[src/rtl/goose_anim_seq.sv]
// Spinning-goose frame sequencer: steps a frame index on divided vsync edges while spinning,
// and on stop keeps stepping until it can park on frame 0.
module goose_anim_seq #(
  parameter int NUM_FRAMES = 8,
  parameter int SPIN_LEN   = 240
) (
  input  logic       clk,
  input  logic       reset,
  input  logic       vsync,
  input  logic       btn,
  input  logic [1:0] speed,
  output logic [2:0] frame_sel,
  output logic       spinning,
  output logic       beat
);

  typedef enum logic [1:0] {IDLE, SPIN, STOPPING} state_t;

  localparam logic [2:0] LAST_FRAME = 3'(NUM_FRAMES - 1);
  localparam logic [7:0] SPIN_LAST  = 8'(SPIN_LEN - 1);

  state_t     state, state_nxt;
  logic       vs_prev, s1, s2, btn_prev;
  logic       vs_edge, btn_edge, step, beat_nxt;
  logic [2:0] div_cnt, div_nxt, frame_nxt;
  logic [7:0] spin_cnt, spin_nxt;
  logic [3:0] period_m1;

  assign vs_edge   = vsync & ~vs_prev;
  assign btn_edge  = s2 & ~btn_prev;
  assign period_m1 = (4'd8 >> speed) - 4'd1;

  // vs_prev resets high so a vsync already high at release is not an edge
  always_ff @(posedge clk or posedge reset) begin
    if (reset) begin
      vs_prev  <= 1'b1;
      s1       <= 1'b0;
      s2       <= 1'b0;
      btn_prev <= 1'b0;
    end else begin
      vs_prev  <= vsync;
      s1       <= btn;
      s2       <= s1;
      btn_prev <= s2;
    end
  end

  always_ff @(posedge clk or posedge reset) begin
    if (reset) begin
      state     <= IDLE;
      frame_sel <= 3'd0;
      div_cnt   <= 3'd0;
      spin_cnt  <= 8'd0;
      spinning  <= 1'b0;
      beat      <= 1'b0;
    end else begin
      state     <= state_nxt;
      frame_sel <= frame_nxt;
      div_cnt   <= div_nxt;
      spin_cnt  <= spin_nxt;
      spinning  <= (state_nxt != IDLE);
      beat      <= beat_nxt;
    end
  end

  always_comb begin
    state_nxt = state;
    frame_nxt = frame_sel;
    div_nxt   = div_cnt;
    spin_nxt  = spin_cnt;
    step      = 1'b0;

    // Parking on frame 0 while stopping suppresses the step unless a press re-arms the spin
    if (state != IDLE && vs_edge && !(state == STOPPING && frame_sel == 3'd0 && !btn_edge)) begin
      if ({1'b0, div_cnt} >= period_m1) begin
        div_nxt = 3'd0;
        step    = 1'b1;
      end else begin
        div_nxt = div_cnt + 3'd1;
      end
    end

    if (step) frame_nxt = (frame_sel == LAST_FRAME) ? 3'd0 : frame_sel + 3'd1;
    beat_nxt = step && (frame_sel == LAST_FRAME);

    case (state)
      IDLE: begin
        div_nxt = 3'd0;
        if (btn_edge) begin
          state_nxt = SPIN;
          spin_nxt  = 8'd0;
        end
      end
      SPIN: begin
        if (vs_edge) spin_nxt = spin_cnt + 8'd1;
        if (btn_edge) state_nxt = STOPPING;
        else if (vs_edge && spin_cnt == SPIN_LAST) state_nxt = STOPPING;
      end
      STOPPING: begin
        if (btn_edge) begin
          state_nxt = SPIN;
          spin_nxt  = 8'd0;
        end else if (frame_sel == 3'd0) begin
          state_nxt = IDLE;
          div_nxt   = 3'd0;
        end
      end
      default: state_nxt = IDLE;
    endcase
  end

endmodule

[config.mk]
export PLATFORM = sky130hd
export DESIGN_NAME = goose_anim_seq
export DESIGN_NICKNAME = d
export VERILOG_FILES = /design/src/rtl/goose_anim_seq.sv
export SDC_FILE = /design/constraint.sdc
export NUM_CORES = 1
export LEC_CHECK = 0
export ABC_AREA = 1
export CAP_MARGIN = 15
export CORE_AREA = 2 2 57 59
export DETAILED_ROUTE_END_ITERATION = 10
export DIE_AREA = 0 0 59 61
export HOLD_SLACK_MARGIN = 0.12
export PLACE_DENSITY_LB_ADDON = 0.05
export SLEW_MARGIN = 0
export SYNTH_ARGS = -nofsm -noshare
export SYNTH_HDL_FRONTEND = slang
export SYNTH_SLANG_ARGS = --single-unit
[constraint.sdc]
create_clock -name clk -period 3.2 [get_ports clk]
set_input_delay 0.64 -clock clk [delete_from_list [all_inputs] [get_ports clk]]
set_output_delay 0.64 -clock clk [all_outputs]
set_load 0.02 [all_outputs]
Yosys cells after proc, flatten, opt, wreduce, memory -nomap -nowiden
Index checks and enable logic that the tools add are counted.
{ "word_totals": {"ff_bits": 22, "output_inout_bits": 5, "elab_cells": 58} }
{ "classes": {"add_sub_neg": 4, "order_cmp": 1, "n_eq_ne": 6, "shifts": 1, "n_mux": 17, "bitwise": 4, "reduce_logical": 15} }
{ "op_table": {"columns": ["operator", "count"], "rows": [
  ["$mux 8", 2],
  ["$pmux 8 s2", 1],
  ["$mux 3", 5],
  ["$mux 2", 5],
  ["$add 8x1->8 const B", 1],
  ["$eq 8x8->1 const B", 1],
  ["$add 3x1->3 const B", 2],
  ["$logic_and 1x1->1", 6],
  ["$pmux 2 s3", 1],
  ["$pmux 3 s2", 1],
  ["$reduce_bool 2->1", 3],
  ["$ge 3x4->1", 1],
  ["$shr 4x2->4 const A", 1],
  ["$sub 4x1->4 const B", 1],
  ["$eq 3x3->1 const B", 1],
  ["$logic_not 3->1", 1],
  ["$reduce_and 3->1", 1],
  ["$and 1x1->1", 2],
  ["$eq 2x1->1 const B", 1],
  ["$eq 2x2->1 const B", 1],
  ["$logic_not 1->1", 2],
  ["$logic_not 2->1", 1],
  ["$mux 1", 2],
  ["$ne 2x1->1 const B", 1],
  ["3 further kinds", 4]
]} }

Depth between registers and ports, before layout
{ "logic_depth": {"depth_word": 10, "mapped_depth": 10} }

Worst setup path after synthesis
Ideal clock, no wire load.
{ "synth_path": {"kind": "input-to-reg", "startpoint": "in speed[0]", "endpoint": "reg div_cnt[2]", "arrival_ps": 1673, "required_ps": 3129, "path_slack_ps": 1456, "cell_stages": 7, "cell_sequence": "or2_2 ha_1 nand3_1 nand3_1 nand2_2 nand2_2 nor2_1"} }
{ "synth_via": {"elab_chain_cells": 8} }
{ "synth_rtl": {"columns": ["element", "line", "rtl"], "rows": [
  ["start: declaration", "11", "input logic [1:0] speed,"],
  ["$shr 4x2->4 *", "31", "assign period_m1 = (4'd8 >> speed) - 4'd1;"],
  ["$sub 4x1->4 *", "31", null],
  ["$ge 3x4->1 *", "75", "if ({1'b0, div_cnt} >= period_m1) begin"],
  ["$mux 3 *", "75", null],
  ["$mux 3 *", "74", "if (state != IDLE && vs_edge && !(state == STOPPING && frame_sel == 3'd0 && !btn_edge)) begin"],
  ["$mux 3", "103", "end else if (frame_sel == 3'd0) begin"],
  ["$mux 3", "100", "if (btn_edge) begin"],
  ["$pmux 3 s2 *", "86", "case (state)"],
  ["via div_nxt[2]", "25", "logic [2:0] div_cnt, div_nxt, frame_nxt;"],
  ["end signal: assignment", "59", "div_cnt <= div_nxt;"],
  ["end: declaration", "25", null]
]} }
The timed path passes the listed nets; every way through them passes the cells marked *.
A chain may end at the register's enable or synchronous reset.

Final worst setup path
{ "layout_path": {"startpoint": "in speed[1]", "endpoint": "reg div_cnt[0]"} }
The elaborated chain is that of the path after synthesis.

==> metrics.md <==
| Metric | Value |
|---|---|
| Reg2Reg Setup Slack | 1.74 ns |
| Hold EP | s2 |
| CTS tree | done |
| Final setup violation count | 0 |
| Mapped Area | 0.00129 mm² |
| Leak | 0.761 nW |
| Post-layout util | 49.3% |
| Worst EP arrival | 2.27 ns |
| Primary FF master, synth | dfrtp_1 |
| Post-CTS Setup Repair Bufs | 0 |
| Die height | 61 µm |
| Chip Width | 59 µm |
| Outcome | finished clean |
| Worst vdd ir | 0.306 mV |
| Number of synthesized flops with an enable pin | 0 |
| Sequential area share after synthesis | 42.8% |
| Top-count cell post-synth | nand2_1 |
| CTS Buf Count | 3 |
| HP Start | s1 |
| Synthesized net count | 181 |
| GRT Util Overall | 16.1% |
| Global-route wire length before repair | 4.35 mm |
| Critical Path End Type | flop |
| Placer congestion estimate | 0.815 |
| Yosys top cell area share | 40.8% |
| Netlist cell types | 24 |
| DR WL/cell | 11.6 µm |
| Global route overflow | 0 |
| Antenna violations before repair | 0 |
| Initial DRC Count | 35 |
| Max Cap Viol | 0 |
| Site Rows | 20 |
| DRC | 0 |
| CTS Hold Bufs | 0 |
| Slew @ Worst Pin | 0.857 ns |
| Clock-pin slew on the worst setup and hold paths | 0.13 ns |
| Period utilization | 63.0% |
| Critical Path Fanout Max | 5 |
| Worst reg2reg path depth | 10 |
| DRT Wirelength | 2.47 mm |
| Hold Fails Final Rpt | 0 |
| Top area cells in the synthesized netlist | dfrtp_1 (41%), nand2_1 (13%), inv_1 (8.4%), ha_1 (7.8%), nand3_1 (5.0%) |
| Hpwl dp | 1.88 mm |
| Number of I/O pins | 11 |
| Crit path kind | in -> reg |
| Resized cells post-CTS | 0 |
| Max Transition Viols Final | 0 |
| Core Area | 0.00295 mm² |
| Worst reg2reg endpoint | div_cnt[0] |
| Full die area | 0.00360 mm² |
| Yosys warning total | 0 |
| Root Buffer | clkbuf_4 |
| Clock tree buffer depth | 2 |
| Post-synthesis async set-or-reset flop share | 100% |
| Vias in the first global route | 1000 |
| Layout filler cell count | 295 |
| Layout cell share with drive strength beyond 1 | 12.2% |
| Post-synth top cells | nand2_1 (44), inv_1 (29), dfrtp_1 (21) |
| Post-Synthesis Cells | 167 |
| Skew-Pair Late Insertion Delay | 0.31 ns |
| Top cell type by total area after synthesis | dfrtp_1 |
| WP data required | 3.45 ns |
| Rel. slew slack | 42.8% |
| First drt pass iteration count | 4 |
| Number of synthesized register bits | 22 |
| Syn-to-layout area delta | 12.9% |
| FMAX | 0.496 GHz |
| Worst min path class | reg -> reg |
| Net count, final | 195 |
| Startpoint types | input port |
| RSZ-0062 raised after global routing | false |
| CTS H-tree lvls | 1 |
| Antenna Cells | 0 |
| TNS Setup | 0 ns |
| Max Clock Skew | 0.00492 ns |
| PwrDens | 558 mW/mm² |
| Critical R2R Launch | frame_sel[0] |
| Antenna Nets Post-Route | 0 |
| Syn avg cell area | 7.72 µm² |
| Initial core utilization | 43.6% |
| IO Port Bufs | 10 |
| Fin crit period | 2.02 ns |
| Largest net degree at the start of global routing | 23 |
| Vias per cell | 4.93 |
| Hold depth | 0 |
| Vias | 1050 |
| Hold WS | 0.365 ns |
| # clock sinks | 22 |
critical path, cell delays in order:
cell             delay (ns)
clkdlybuf4s50_1        0.45
or2_2                  0.30
ha_1                   0.29
nand3_1                0.07
nand3_1                0.17
nand2_2                0.16
nand2_2                0.08
nor2_2                 0.11
final cells by class:
type | instances | area (µm²) | area share, %
Multi-Input combinational cell | 112 | 601 | 41.3
Sequential cell | 22 | 552 | 37.9
Inverter | 32 | 125 | 8.60
Timing Repair Buffer | 10 | 100 | 6.88
Tap cell | 33 | 41.3 | 2.84
Clock buffer | 4 | 36.3 | 2.49
cells by family after synthesis:
group,after synthesis,share of synthesized area [%]
AND/OR/NAND/NOR,94,34.1
buffers and inverters,33,10.6
flip-flops,22,42.8
AO/OA/AOI/OAI,10,4.76
adder cells (fa/ha/maj),8,7.77
registers in the layout, indices dropped and copies added (netlist names):
register   cells
s2             1
div_cnt        3
s1             1
spinning       1
frame_sel      3
spin_cnt       8
vs_prev        1
beat           1
state          2
btn_prev       1
metal layers:
metal	vias to the layer above	track usage [%]	routed length [µm]	part of all wire, %
li1	551	-	-	-
met1	484	22.6	1270	51
met2	13	24.8	1130	46
met3	2	2.56	52	2.1
met4	0	6.82	21	0.85
met5	-	0	0	0
worst max-delay path by stage:
stage                        end    startpoint  slack [ns]
floorplan             div_cnt[2]      speed[0]        1.46
global placement      div_cnt[2]      speed[1]        0.95
detailed placement    div_cnt[0]      speed[1]        0.88
CTS                 frame_sel[0]  frame_sel[0]        1.18
global route          div_cnt[2]      speed[1]        1.09
finish                div_cnt[0]      speed[1]        1.18
metrics by stage:
| stage | cells | power, mW | instance area (µm²) | worst slack (ns) |
|---|---|---|---|---|
| 6_report | 213 | 0.812 | 1460 | 1.18 |
| 5_1_grt | 213 | 0.872 | 1460 | 1.09 |
| 4_1_cts | 213 | 0.817 | 1460 | 1.18 |
| 3_5_place_dp | 209 | 0.660 | 1420 | 0.880 |
| 3_3_place_gp | 209 | 0.655 | 1420 | 0.950 |
| 2_1_floorplan | 167 | 0.572 | 1290 | 1.46 |
placed cells by master, fill, tap and decap left out:
cell	Yosys	routed
clkbuf_4	0	3
nor3_1	1	1
o21ai_0	3	3
nand3_1	13	13
o21bai_1	2	2
nand4_1	6	6
nor2_4	1	1
dfrtp_1	21	21
nand2_1	44	44
o31ai_1	1	1
nand2_2	4	4
dfstp_2	1	1
a21oi_1	2	2
or2_2	1	1
inv_4	2	2
ha_1	8	8
clkbuf_8	0	1
nand2_4	2	2
inv_1	29	29
nand3_2	1	1
o21ai_1	1	1
inv_2	1	1
clkdlybuf4s50_1	0	10
a22o_1	1	1
nor2_2	5	5
nor2_1	16	16
report_power, final:
part           internal, mW  switching (mW)  total (mW)
clock network        0.0694          0.0873       0.157
logic                 0.112           0.169       0.281
registers             0.322          0.0523       0.374
No activity file was read; power rests on OpenSTA's default activity.
